### config.mk
export PLATFORM = sky130hd
export DESIGN_NAME = bisection_sched_flat
export DESIGN_NICKNAME = d
export VERILOG_FILES = /design/src/rtl/bisection_sched_if.sv /design/src/rtl/bisection_sched.sv /design/src/flat_wrapper.sv
export SDC_FILE = /design/constraint.sdc
export NUM_CORES = 1
export LEC_CHECK = 0
export ABC_AREA = 1
export ABC_CLOCK_PERIOD_IN_PS = 2040
export CAP_MARGIN = 20
export CORE_MARGIN = 5
export CORE_UTILIZATION = 25
export CTS_BUF_LIST = sky130_fd_sc_hd__clkbuf_16
export DETAILED_ROUTE_END_ITERATION = 8
export GPL_TIMING_DRIVEN = 0
export SLEW_MARGIN = 10
export SYNTH_ARGS = -nofsm -noshare
export SYNTH_HDL_FRONTEND = slang
export SYNTH_SLANG_ARGS = --single-unit
### constraint.sdc
create_clock -name clk -period 2.04 [get_ports clk]
set_input_delay 0.306 -clock clk [delete_from_list [all_inputs] [get_ports clk]]
set_output_delay 0.306 -clock clk [all_outputs]
set_load 0.01 [all_outputs]
### src/rtl/bisection_sched_if.sv
// Request, engine and response signal bundle for bisection_sched.
// Master is the requester/engine/consumer side; slave is the scheduler.
interface bisection_sched_if #(
  parameter int COEF_W  = 16,
  parameter int ALPHA_W = 20
);
  logic              req0_valid;
  logic              req1_valid;
  logic [COEF_W-1:0] req0_coef;
  logic [COEF_W-1:0] req1_coef;
  logic              req0_ready;
  logic              req1_ready;

  logic               eng_start;
  logic [COEF_W-1:0]  eng_coef;
  logic               eng_done;
  logic [ALPHA_W-1:0] eng_alpha;

  logic               rsp_valid;
  logic               rsp_id;
  logic [ALPHA_W-1:0] rsp_alpha;
  logic               rsp_err;
  logic               rsp_ready;

  logic busy;

  modport master (
    output req0_valid, req1_valid,
    output req0_coef, req1_coef,
    input  req0_ready, req1_ready,
    input  eng_start, eng_coef,
    output eng_done, eng_alpha,
    input  rsp_valid, rsp_id,
    input  rsp_alpha, rsp_err,
    output rsp_ready,
    input  busy
  );

  modport slave (
    input  req0_valid, req1_valid,
    input  req0_coef, req1_coef,
    output req0_ready, req1_ready,
    output eng_start, eng_coef,
    input  eng_done, eng_alpha,
    output rsp_valid, rsp_id,
    output rsp_alpha, rsp_err,
    input  rsp_ready,
    output busy
  );
endinterface

### src/rtl/bisection_sched.sv
// Two-requester round-robin front end for a bisection root engine.
// Optional RUN watchdog is enabled by defining BISECT_SCHED_TIMEOUT_EN.
module bisection_sched #(
  parameter int COEF_W         = 16,
  parameter int ALPHA_W        = 20,
  parameter int TIMEOUT_CYCLES = 1024
) (
  input logic clk,
  input logic reset,
  bisection_sched_if.slave bus
);

  typedef enum logic [1:0] {
    IDLE,
    START,
    RUN,
    RESP
  } state_t;

  state_t state;
  state_t state_nx;

  logic [COEF_W-1:0]  coef_q;
  logic [COEF_W-1:0]  coef_nx;
  logic               id_q;
  logic               id_nx;
  logic               prio_q;
  logic               prio_nx;
  logic [ALPHA_W-1:0] alpha_q;
  logic [ALPHA_W-1:0] alpha_nx;

  logic pick1;
  logic grant0;
  logic grant1;

  // prio_q names the requester that wins a tie
  assign pick1  = bus.req1_valid &
                  (~bus.req0_valid | prio_q);
  assign grant1 = (state == IDLE) & pick1;
  assign grant0 = (state == IDLE) &
                  bus.req0_valid & ~pick1;

`ifdef BISECT_SCHED_TIMEOUT_EN
  localparam int CNT_W = $clog2(TIMEOUT_CYCLES + 1);

  logic [CNT_W-1:0] cnt_q;
  logic             expire;
  logic             err_q;
  logic             err_nx;

  assign expire = (cnt_q == CNT_W'(TIMEOUT_CYCLES - 1));

  always_ff @(posedge clk) begin
    if (reset) begin
      cnt_q <= '0;
    end else if (state == START) begin
      cnt_q <= '0;
    end else if (state == RUN) begin
      cnt_q <= cnt_q + 1'b1;
    end
  end

  always_ff @(posedge clk) begin
    if (reset) begin
      err_q <= 1'b0;
    end else begin
      err_q <= err_nx;
    end
  end

  assign bus.rsp_err = err_q;
`else
  logic timeout_cfg_unused;
  assign timeout_cfg_unused = ^TIMEOUT_CYCLES;
  assign bus.rsp_err        = 1'b0;
`endif

  always_ff @(posedge clk) begin
    if (reset) begin
      state   <= IDLE;
      coef_q  <= '0;
      id_q    <= 1'b0;
      prio_q  <= 1'b0;
      alpha_q <= '0;
    end else begin
      state   <= state_nx;
      coef_q  <= coef_nx;
      id_q    <= id_nx;
      prio_q  <= prio_nx;
      alpha_q <= alpha_nx;
    end
  end

  always_comb begin
    state_nx = state;
    coef_nx  = coef_q;
    id_nx    = id_q;
    prio_nx  = prio_q;
    alpha_nx = alpha_q;
`ifdef BISECT_SCHED_TIMEOUT_EN
    err_nx   = err_q;
`endif
    unique case (state)
      IDLE: begin
        if (grant0 | grant1) begin
          coef_nx  = grant1 ? bus.req1_coef
                            : bus.req0_coef;
          id_nx    = grant1;
          prio_nx  = ~grant1;
          state_nx = START;
        end
      end
      START: begin
        state_nx = RUN;
      end
      RUN: begin
        if (bus.eng_done) begin
          alpha_nx = bus.eng_alpha;
`ifdef BISECT_SCHED_TIMEOUT_EN
          err_nx   = 1'b0;
`endif
          state_nx = RESP;
        end
`ifdef BISECT_SCHED_TIMEOUT_EN
        else if (expire) begin
          alpha_nx = '0;
          err_nx   = 1'b1;
          state_nx = RESP;
        end
`endif
      end
      RESP: begin
        if (bus.rsp_ready) begin
          state_nx = IDLE;
        end
      end
      default: begin
        state_nx = IDLE;
      end
    endcase
  end

  assign bus.req0_ready = grant0;
  assign bus.req1_ready = grant1;
  assign bus.eng_start  = (state == START);
  assign bus.eng_coef   = (state == IDLE) ? '0 : coef_q;
  assign bus.rsp_valid  = (state == RESP);
  assign bus.rsp_id     = id_q;
  assign bus.rsp_alpha  = alpha_q;
  assign bus.busy       = (state != IDLE);

endmodule

### src/flat_wrapper.sv
// flat-port wrapper written by rule: the top's interface ports become plain ports
module bisection_sched_flat 
#(
  parameter int COEF_W         = 16,
  parameter int ALPHA_W        = 20,
  parameter int TIMEOUT_CYCLES = 1024
)
  (clk, reset, bus_req0_valid, bus_req1_valid, bus_req0_coef, bus_req1_coef, bus_req0_ready, bus_req1_ready, bus_eng_start, bus_eng_coef, bus_eng_done, bus_eng_alpha, bus_rsp_valid, bus_rsp_id, bus_rsp_alpha, bus_rsp_err, bus_rsp_ready, bus_busy);
  bisection_sched_if #(.COEF_W(COEF_W), .ALPHA_W(ALPHA_W)) bus_i ();
  input logic clk;
  input logic reset;
  input wire logic [$bits(bus_i.req0_valid)-1:0] bus_req0_valid;
  input wire logic [$bits(bus_i.req1_valid)-1:0] bus_req1_valid;
  input wire logic [$bits(bus_i.req0_coef)-1:0] bus_req0_coef;
  input wire logic [$bits(bus_i.req1_coef)-1:0] bus_req1_coef;
  output wire logic [$bits(bus_i.req0_ready)-1:0] bus_req0_ready;
  output wire logic [$bits(bus_i.req1_ready)-1:0] bus_req1_ready;
  output wire logic [$bits(bus_i.eng_start)-1:0] bus_eng_start;
  output wire logic [$bits(bus_i.eng_coef)-1:0] bus_eng_coef;
  input wire logic [$bits(bus_i.eng_done)-1:0] bus_eng_done;
  input wire logic [$bits(bus_i.eng_alpha)-1:0] bus_eng_alpha;
  output wire logic [$bits(bus_i.rsp_valid)-1:0] bus_rsp_valid;
  output wire logic [$bits(bus_i.rsp_id)-1:0] bus_rsp_id;
  output wire logic [$bits(bus_i.rsp_alpha)-1:0] bus_rsp_alpha;
  output wire logic [$bits(bus_i.rsp_err)-1:0] bus_rsp_err;
  input wire logic [$bits(bus_i.rsp_ready)-1:0] bus_rsp_ready;
  output wire logic [$bits(bus_i.busy)-1:0] bus_busy;
  assign bus_i.req0_valid = bus_req0_valid;
  assign bus_i.req1_valid = bus_req1_valid;
  assign bus_i.req0_coef = bus_req0_coef;
  assign bus_i.req1_coef = bus_req1_coef;
  assign bus_req0_ready = bus_i.req0_ready;
  assign bus_req1_ready = bus_i.req1_ready;
  assign bus_eng_start = bus_i.eng_start;
  assign bus_eng_coef = bus_i.eng_coef;
  assign bus_i.eng_done = bus_eng_done;
  assign bus_i.eng_alpha = bus_eng_alpha;
  assign bus_rsp_valid = bus_i.rsp_valid;
  assign bus_rsp_id = bus_i.rsp_id;
  assign bus_rsp_alpha = bus_i.rsp_alpha;
  assign bus_rsp_err = bus_i.rsp_err;
  assign bus_i.rsp_ready = bus_rsp_ready;
  assign bus_busy = bus_i.busy;
  bisection_sched #(.COEF_W(COEF_W), .ALPHA_W(ALPHA_W), .TIMEOUT_CYCLES(TIMEOUT_CYCLES)) u_core (.clk(clk), .reset(reset), .bus(bus_i));
endmodule
==> results of run 1 <==
worst max-delay path, cell delays in order (launching register included):
cell and delay (ns):
dfxtp_2 0.36, inv_2 0.07, ha_1 0.27, inv_1 0.12
clkdlybuf4s50_1 0.55
through the flow:
step / setup slack (ns) / hold WS, ns / utilization [%] / instances / cell area (µm²)
after floorplan: 0.5143 / 0.4453 / - / 303 / 2098
after global placement: -0.1631 / 0.4539 / 39.07 / 506 / 3211
after detailed placement: -0.1647 / 0.4618 / 39.07 / 506 / 3211
after CTS: 0.0006914 / 0.3432 / 41.22 / 515 / 3387
after global routing: 0.02176 / 0.3452 / 41.27 / 515 / 3391
final: 0.1039 / 0.3399 / 41.27 / 515 / 3391
final timing paths:
| path | from | slack [ns] | end | depth (start not counted) |
|---|---|---|---|---|
| min | reset | 0.34 | u_core.bus.rsp_id | 2 |
| min reg2reg | u_core.coef_q[10] | 0.47 | u_core.coef_q[10] | 2 |
| max reg2reg | u_core.state[0] | 0.53 | u_core.coef_q[2] | 8 |
| max | u_core.state[0] | 0.10 | bus_busy | 4 |
what timing repair did:
item / CTS / global route
resized for setup: 23 / 6
pin swaps: 1 / 0
setup endpoints to repair: 18 / 13
hold endpoints to repair: 0 / 0
buffers inserted: 1 / 0
per-layer routing:
| metal | wire [µm] | vias to the layer above | global-route usage [%] |
|---|---|---|---|
| li1 | - | 1106 | - |
| met4 | 19 | 0 | 1.840 |
| met5 | 0 | - | 0 |
| met2 | 2605 | 60 | 18.66 |
| met3 | 603 | 2 | 5.303 |
| met1 | 2327 | 878 | 11.80 |
sequential cells by signal, indices dropped and copies added, names as in the netlist:
signal,flops
u_core.prio_q,1
u_core.bus.rsp_id,1
u_core.bus.rsp_alpha,20
u_core.state,2
u_core.coef_q,16
layout make-up:
type | instances | area [µm²]
Fill cell | 869 | 4826
Multi-Input combinational cell | 188 | 989.7
Timing Repair Buffer | 99 | 973.4
Sequential cell | 40 | 803.3
Inverter | 61 | 229.0
Tap cell | 105 | 131.4
Clock buffer | 5 | 125.1
Buffer | 14 | 100.1
Clock inverter | 3 | 38.79
power by group:
group          total, mW  switching (mW)  internal, mW  leakage [nW]
combinational       1.60           0.847         0.756          1.16
sequential          1.07           0.116         0.955         0.328
clock              0.867           0.297         0.570        0.0850
total               3.54            1.26          2.28          1.57
kinds of logic after synthesis:
family          after synthesis
compound gates               41
fa+ha+maj                     5
buf+inv                      75
flops                        40
other cells                   1
simple gates                141
layout by cell type, fill, tap and decap left out:
master and instances:
nor2_1 108, buf_6 3, nand3_2 2, nand4_4 1
a21oi_2 10, buf_12 1, clkinv_2 1, clkdlybuf4s50_1 80
nand2_2 3, ha_4 1, dfxtp_2 2, inv_1 58
conb_1 1, clkbuf_1 7, dlymetal6s2s_1 3, clkbuf_16 5
buf_2 1, o22ai_1 1, bufinv_16 1, ha_1 4
nand3_1 3, inv_2 3, nand2_4 11, clkinv_1 1
nand2_1 12, buf_4 3, clkbuf_2 1, o21ai_0 20
a21oi_1 10, dfxtp_1 38, nand3_4 1, dlygate4sd2_1 14
==> impl_metrics.yaml, run 1 <==
run:
  drv_cap: 0
clocking:
  insertion_delay_ns: 0.27
  clockBufferDepth: 2
  cts_root_buffer: "clkbuf_16"
  clk_pin_slew_ns: 0.06
  h-tree-depth: 2
  cts_sinks: 40
  cts_tree: "done"
  cts_hold_buf: 0
  numCtsBuffers: 5
synthesis:
  synth-edff-count: 0
  synth-adder-area-share_pct: 2.982
  synth.avg_cell_area_um2: 6.925
  synth-main-ff-cell: "dfxtp_1"
  synth_cell_types: 23
  synth_fp_nets: 366
  synth_most_common_cell: "nor2_1"
  ys_top_cells_by_count: "108 x nor2_1, 59 x inv_1, 40 x dfxtp_1"
  ys_async_sr_fraction_pct: 0
  synth_compound_area_share_pct: 11.63
  synth_seq_area_share_pct: 38.16
  synth-xor-area-share_pct: 0
  synthSimpleGateAreaFrac_pct: 31.78
  postSynthCellCount: 303
  synth.top_cell.area_share_pct: 38.16
  yosys-top-cells-area: "dfxtp_1 38%, nor2_1 19%, inv_1 11%, nand2_4 5.9%, o21ai_0 4.8%"
  yosys_warnings: 0
  synth-seq-cells: 40
  syn_area_um2: 2098
  synth_top_family_by_area: "simple AND/OR/NAND/NOR gates"
  synth_top_cell_by_area: "dfxtp_1"
  synth_mux_area_share_pct: 0
grt:
  grt-ovfl-total: 0
  grt.total_usage_pct: 10.66
  grt_pass1_wl_mm: 8.825
  grt_pass1_vias: 1963
  grt_antenna_before_repair: 0
  grt_max_degree: 13
die:
  core-area_um2: 8217
  die_height_um: 101.6
  start_util_pct: 25.54
  pin_count: 101
  fp-row-count: 33
  dieArea_um2: 10330
  die_w_um: 101.6
placement:
  hpwlAfterDp_mm: 4.384
  io_buffers: 98
  gp_congestion: 0.7147
sta:
  period_minus_slack_ns: 1.936
  rsz0062_at_grt: "no"
  skew_ns: 0.004700
  final.period_utilization_pct: 94.91
  tightest_slew_ns: 0.6763
  finalSetupTns_ns: 0
  finalMaxSlewViolations: 0
  maxSlewHeadroom_pct: 54.92
  timing.fmax_ghz: 0.5165
  setup_violations: 0
  hold_viol: 0
final_layout:
  drive_gt1_share_pct: 12.20
  finalNetCount: 472
  antenna_cells: 0
  syn2layout_area_growth_pct: 61.60
setup_path:
  crit_arrival_ns: 1.63
  cp-end-kind: "output pin"
  cp-start-kind: "flip-flop"
  worstPathRequired_ns: 1.73
  worstPathMaxFanout: 4
  critPathKind: "flip-flop to output pin"
min_path:
  min-delay-path-class: "input pin to flip-flop"
outcome:
  outcome: "completed"
route:
  drc: 0
  wl_per_cell_um: 10.79
  drt_iter0_drc: 46
  drtPass1Iterations: 4
  vias_per_cell: 3.973
  ant_nets: 0
  routed_wl_mm: 5.555
  vias: 2046
pwr:
  vdd_drop_max_v: 0.0005597
  fin_total_pwr_mw: 3.542
  power.leakage_nw: 1.575
  p_per_area_nw_per_um2: 1044
No activity file was read; power rests on OpenSTA's default activity.
==> run 2: changes to the inputs <==
--- a/config.mk
+++ b/config.mk
@@ -12,7 +12,8 @@
 export CORE_UTILIZATION = 25
 export CTS_BUF_LIST = sky130_fd_sc_hd__clkbuf_16
 export DETAILED_ROUTE_END_ITERATION = 8
-export GPL_TIMING_DRIVEN = 0
+export GPL_TIMING_DRIVEN = 1
+export PLACE_DENSITY = 0.66
 export SLEW_MARGIN = 10
 export SYNTH_ARGS = -nofsm -noshare
 export SYNTH_HDL_FRONTEND = slang
==> run 2 against run 1 <==
Wire length is 0.58% lower. Critical endpoint unchanged. Utilization down 1.0 points. Register-to-register slack worse by 0.15 ns.
==> impl_metrics.yaml, run 2 (synthesized netlist as in run 1, its figures left out) <==
sta:
  final.period_utilization_pct: 94.51
  finalSetupTns_ns: 0
  finalMaxSlewViolations: 0
  maxSlewHeadroom_pct: 59.62
  skew_ns: 0.006103
  whs_ns: 0.4638
  hold_viol: 0
  timing.fmax_ghz: 0.5187
  setup_violations: 0
  period_minus_slack_ns: 1.928
  rsz0062_at_grt: "no"
  tightest_slew_ns: 0.6050
setup_path:
  cp-start-kind: "flip-flop"
  worstPathRequired_ns: 1.73
  rrSetupSlack_ns: 0.38
  reg2reg_from: "u_core.state[0]"
  r2r-end: "u_core.state[0]"
  ff2ff_path_depth: 9
  cp-end-kind: "output pin"
  crit_arrival_ns: 1.62
  worstPathMaxFanout: 4
  critPathKind: "flip-flop to output pin"
route:
  ant_nets: 0
  drtPass1Iterations: 4
  routed_wl_mm: 5.523
  drc: 0
  drt_iter0_drc: 43
  vias: 2046
  vias_per_cell: 4.043
  wl_per_cell_um: 10.92
grt:
  met2_usage_pct: 17.91
  top_usage_layer: "met2"
  grt_pass1_wl_mm: 8.956
  globalRouteMet1Util_pct: 11.93
  grt_antenna_before_repair: 0
  grt_pass1_vias: 2014
  grtUsageMet3_pct: 6.267
  grt_max_degree: 23
  grt-ovfl-total: 0
  grt.total_usage_pct: 10.78
pwr:
  p_seq_share_pct: 32.2
  switching_share_pct: 37.09
  p_int_mw: 2.093
  p_per_area_nw_per_um2: 1006
  vdd_drop_max_v: 0.0004547
  p_clk_share_pct: 22.3
  power.leakage_nw: 1.499
  p_switching_mw: 1.234
  power_frac_comb_pct: 45.5
final_layout:
  finalNetCount: 464
  nFillCells: 883
  antenna_cells: 0
  ff_latch_area_um2: 803.3
  largest_register_ff_count: 20
  final_cell_mix: "108 x nor2_1, 81 x clkdlybuf4s50_1, 59 x inv_1"
  multi_input_area_um2: 979.7
  syn2layout_area_growth_pct: 57.60
  layout_commonest_cell: "nor2_1"
  drive_gt1_share_pct: 11.22
  utilization_pct: 40.25
clocking:
  clockBufferDepth: 2
  numCtsBuffers: 5
  cts_sinks: 40
  cts_tree: "done"
  insertion_delay_ns: 0.28
  clk_pin_slew_ns: 0.06
  postCtsSetupBuffers: 0
  cts_root_buffer: "clkbuf_16"
  ctsResizeCount: 21
  h-tree-depth: 2
  cts_hold_buf: 0
min_path:
  min-delay-path-class: "flip-flop to flip-flop"
  whs_endpoint: "u_core.coef_q[9]"
  worstHoldPathCells: 2
  worstHoldStart: "u_core.coef_q[9]"
placement:
  gp_congestion: 0.7052
  hpwlAfterDp_mm: 4.200
  io_buffers: 99
die:
  die_height_um: 101.6
  fp-row-count: 33
  dieArea_um2: 10330
  start_util_pct: 25.54
  die_w_um: 101.6
  core-area_um2: 8217
  pin_count: 101
outcome:
  outcome: "completed"
run:
  drv_cap: 0
[run 2: layout make-up]
class,instances,share of cell area [%]
clock buffer,5,3.784
clock inverter,2,0.3784
inverter,61,6.924
multi-input combinational,188,29.63
sequential,40,24.29
tap,105,3.973
timing repair buffer,105,31.03
[run 2: worst max path at each step]
stage | startpoint | end | slack (ns) | cells after the start
2_1_floorplan | u_core.state[0] | bus_eng_coef[10] | 0.51 | 5
3_3_place_gp | bus_req0_valid | bus_req0_ready | 0.12 | 6
3_5_place_dp | bus_req0_valid | bus_req0_ready | 0.10 | 6
4_1_cts | u_core.state[0] | bus_busy | 0.09 | 4
5_1_grt | u_core.state[0] | bus_busy | 0.03 | 4
6_report | u_core.state[0] | bus_busy | 0.11 | 4
[run 2: power by group through the flow]
stage	Sequential [mW]	Combinational, mW	Clock (mW)
4_1_cts	1.07	1.56	0.777
6_report	1.07	1.51	0.742
2_1_floorplan	1.10	0.959	0
3_5_place_dp	1.08	1.60	0
3_3_place_gp	1.07	1.58	0
5_1_grt	1.09	1.69	0.814
[run 2: worst max-delay path, cell delays in order (launching register included)]
cell	delay [ns]
dfxtp_2	0.35
inv_1	0.08
ha_1	0.27
inv_1	0.11
clkdlybuf4s50_1	0.54
[run 2: through the flow]
step | power (mW) | instances | worst slack (ns) | cell area [µm²]
final | 3.327 | 506 | 0.1120 | 3307
after global routing | 3.599 | 506 | 0.02609 | 3307
after CTS | 3.410 | 506 | 0.08551 | 3307
after detailed placement | 2.678 | 499 | 0.1007 | 3187
after global placement | 2.648 | 499 | 0.1158 | 3187
after floorplan | 2.061 | 303 | 0.5143 | 2098
[run 2: per-layer routing]
metal / part of all wire [%] / wire, µm / up-vias
met5: 0 / 0 / -
met3: 14 / 770 / 4
met2: 44 / 2434 / 74
met1: 41 / 2281 / 883
li1: - / - / 1085
met4: 0.67 / 37 / 0
==> run 3: changes to the inputs <==
--- a/config.mk
+++ b/config.mk
@@ -8,7 +8,6 @@
 export ABC_AREA = 1
 export ABC_CLOCK_PERIOD_IN_PS = 2040
 export CAP_MARGIN = 20
-export CORE_MARGIN = 5
 export CORE_UTILIZATION = 25
 export CTS_BUF_LIST = sky130_fd_sc_hd__clkbuf_16
 export DETAILED_ROUTE_END_ITERATION = 8
@@ -18,3 +17,4 @@
 export SYNTH_ARGS = -nofsm -noshare
 export SYNTH_HDL_FRONTEND = slang
 export SYNTH_SLANG_ARGS = --single-unit
+export TNS_END_PERCENT = 50
==> run 3 against run 2 <==
Register-to-register slack is essentially flat. Via count fell by 1.1%. Count of clock-buffer cells in the layout is the same. Power decreased by 0.96%. Utilization is 0.19 points higher. Die area fell by 15%. Critical path depth did not move. Maximum frequency shrank 1.6%. Sequential cell count stayed put. Clock power down 4.4%. Combinational power is essentially flat. Largest cell class unchanged. Largest power group unchanged.
==> impl_metrics.yaml, run 3 (synthesized netlist as in run 1, its figures left out) <==
pwr:
  p_int_mw: 2.081
  vdd_drop_max_v: 0.0004139
  p_switching_mw: 1.214
  p_per_area_nw_per_um2: 996.8
  switching_share_pct: 36.84
  p_seq_share_pct: 32.5
  power_frac_comb_pct: 46.0
  p_clk_share_pct: 21.5
  power.leakage_nw: 1.532
setup_path:
  cp-start-kind: "flip-flop"
  cp_cell_sequence: "inv_1, ha_1, inv_1, clkdlybuf4s50_1"
  crit_arrival_ns: 1.65
  crit_path_frequent_cell: "inv_1"
  worstPathMaxFanout: 4
  worstPathRequired_ns: 1.73
  crit_slowest_cell: "clkdlybuf4s50_1"
  reg2reg_from: "u_core.state[0]"
  crit_path_max_incr_delay_ns: 0.55
  startpoint: "u_core.state[0]"
  critPathKind: "flip-flop to output pin"
  cp-end-kind: "output pin"
route:
  drt_iter0_drc: 81
  vias_per_cell: 4.006
  vias: 2023
  routed-wl-met3_um: 512
  drtPass1Iterations: 4
  ant_nets: 0
  drc: 0
  wl_per_cell_um: 10.18
  routed_wl_mm: 5.140
  m1WireLength_mm: 2.287
  dr_wl_met2_mm: 2.311
  highest_layer: "met4"
sta:
  timing.fmax_ghz: 0.5103
  skew_ns: 0.003385
  rsz0062_at_grt: "no"
  finalSetupTns_ns: 0
  tightest_slew_ns: 0.5952
  finalMaxSlewViolations: 0
  period_minus_slack_ns: 1.960
  final.period_utilization_pct: 96.06
  hold_viol: 0
  setup_violations: 0
  maxSlewHeadroom_pct: 60.28
final_layout:
  layout_commonest_cell: "nor2_1"
  ff_latch_area_um2: 803.3
  layoutNonFillerInstCount: 505
  largest_register_ff_count: 20
  finalNetCount: 465
  final_cell_mix: "108 x nor2_1, 82 x clkdlybuf4s50_1, 59 x inv_1"
  drive_gt1_share_pct: 11.00
  antenna_cells: 0
  multi_input_area_um2: 979.7
  stdcell_area_um2: 3306
  nFillCells: 858
  syn2layout_area_growth_pct: 57.54
grt:
  grt_pass1_vias: 1887
  grt_antenna_before_repair: 0
  grt-ovfl-total: 0
  grt_max_degree: 23
  grt_pass1_wl_mm: 8.307
  grt.total_usage_pct: 11.93
placement:
  dp.cells: 500
  hpwlAfterDp_mm: 3.909
  io_buffers: 99
  placed_cell_area_um2: 3182
  gp_congestion: 0.6895
clocking:
  clockBufferDepth: 2
  ctsResizeCount: 18
  numCtsBuffers: 5
  cts_root_buffer: "clkbuf_16"
  h-tree-depth: 2
  cts_tree: "done"
  clk_pin_slew_ns: 0.05
  cts_sinks: 40
  postCtsSetupBuffers: 0
  insertion_delay_ns: 0.27
  cts_hold_buf: 0
die:
  die_w_um: 93.62
  dieArea_um2: 8764
  fp-row-count: 33
  core-area_um2: 8175
  pin_count: 101
  die_height_um: 93.62
  start_util_pct: 25.67
min_path:
  worstHoldStart: "u_core.coef_q[6]"
  min-delay-path-class: "flip-flop to flip-flop"
outcome:
  outcome: "completed"
run:
  drv_cap: 0
## run 3: power groups by stage
stage	clock, mW	combinational, mW	sequential (mW)
CTS	0.743	1.55	1.07
finish	0.709	1.52	1.07
global route	0.771	1.69	1.09
global placement	0	1.54	1.07
detailed placement	0	1.56	1.08
floorplan	0	0.959	1.10
## run 3: layout make-up
type | count | share of cell area, %
clock buffer | 5 | 3.785
inverter | 61 | 6.927
multi-input combinational | 188 | 29.64
sequential | 40 | 24.30
tap | 105 | 3.974
timing repair buffer | 106 | 31.38
## run 3: layer usage
layer	up-vias	GRT usage, %
met3	5	5.041
met1	863	13.63
met2	76	20.59
met4	0	2.692
li1	1079	-
met5	-	0
## run 3: per-stage QoR
step	power, mW	worst slack (ns)	hold slack, ns	util (%)
6_report	3.295	0.08028	0.4651	40.43
5_1_grt	3.557	0.02253	0.4940	40.43
4_1_cts	3.362	-0.03920	0.4683	40.34
3_5_place_dp	2.647	0.08616	0.4607	38.92
3_3_place_gp	2.616	0.08894	0.4540	38.92
2_1_floorplan	2.061	0.5143	0.4453	-
## run 3: final timing paths
| check | end | slack [ns] | depth (start not counted) |
|---|---|---|---|
| setup / recovery | bus_busy | 0.08 | 4 |
| hold / removal | u_core.coef_q[6] | 0.47 | 2 |
| setup reg to reg | u_core.state[1] | 0.39 | 9 |
| hold reg to reg | u_core.coef_q[6] | 0.47 | 2 |
## run 3: critical path, delay by kind of cell, from the launching register on
family                   cells  cell delay, ns
buffers and inverters        3            0.76
adder cells (fa/ha/maj)      1            0.27
flip-flops                   1            0.35
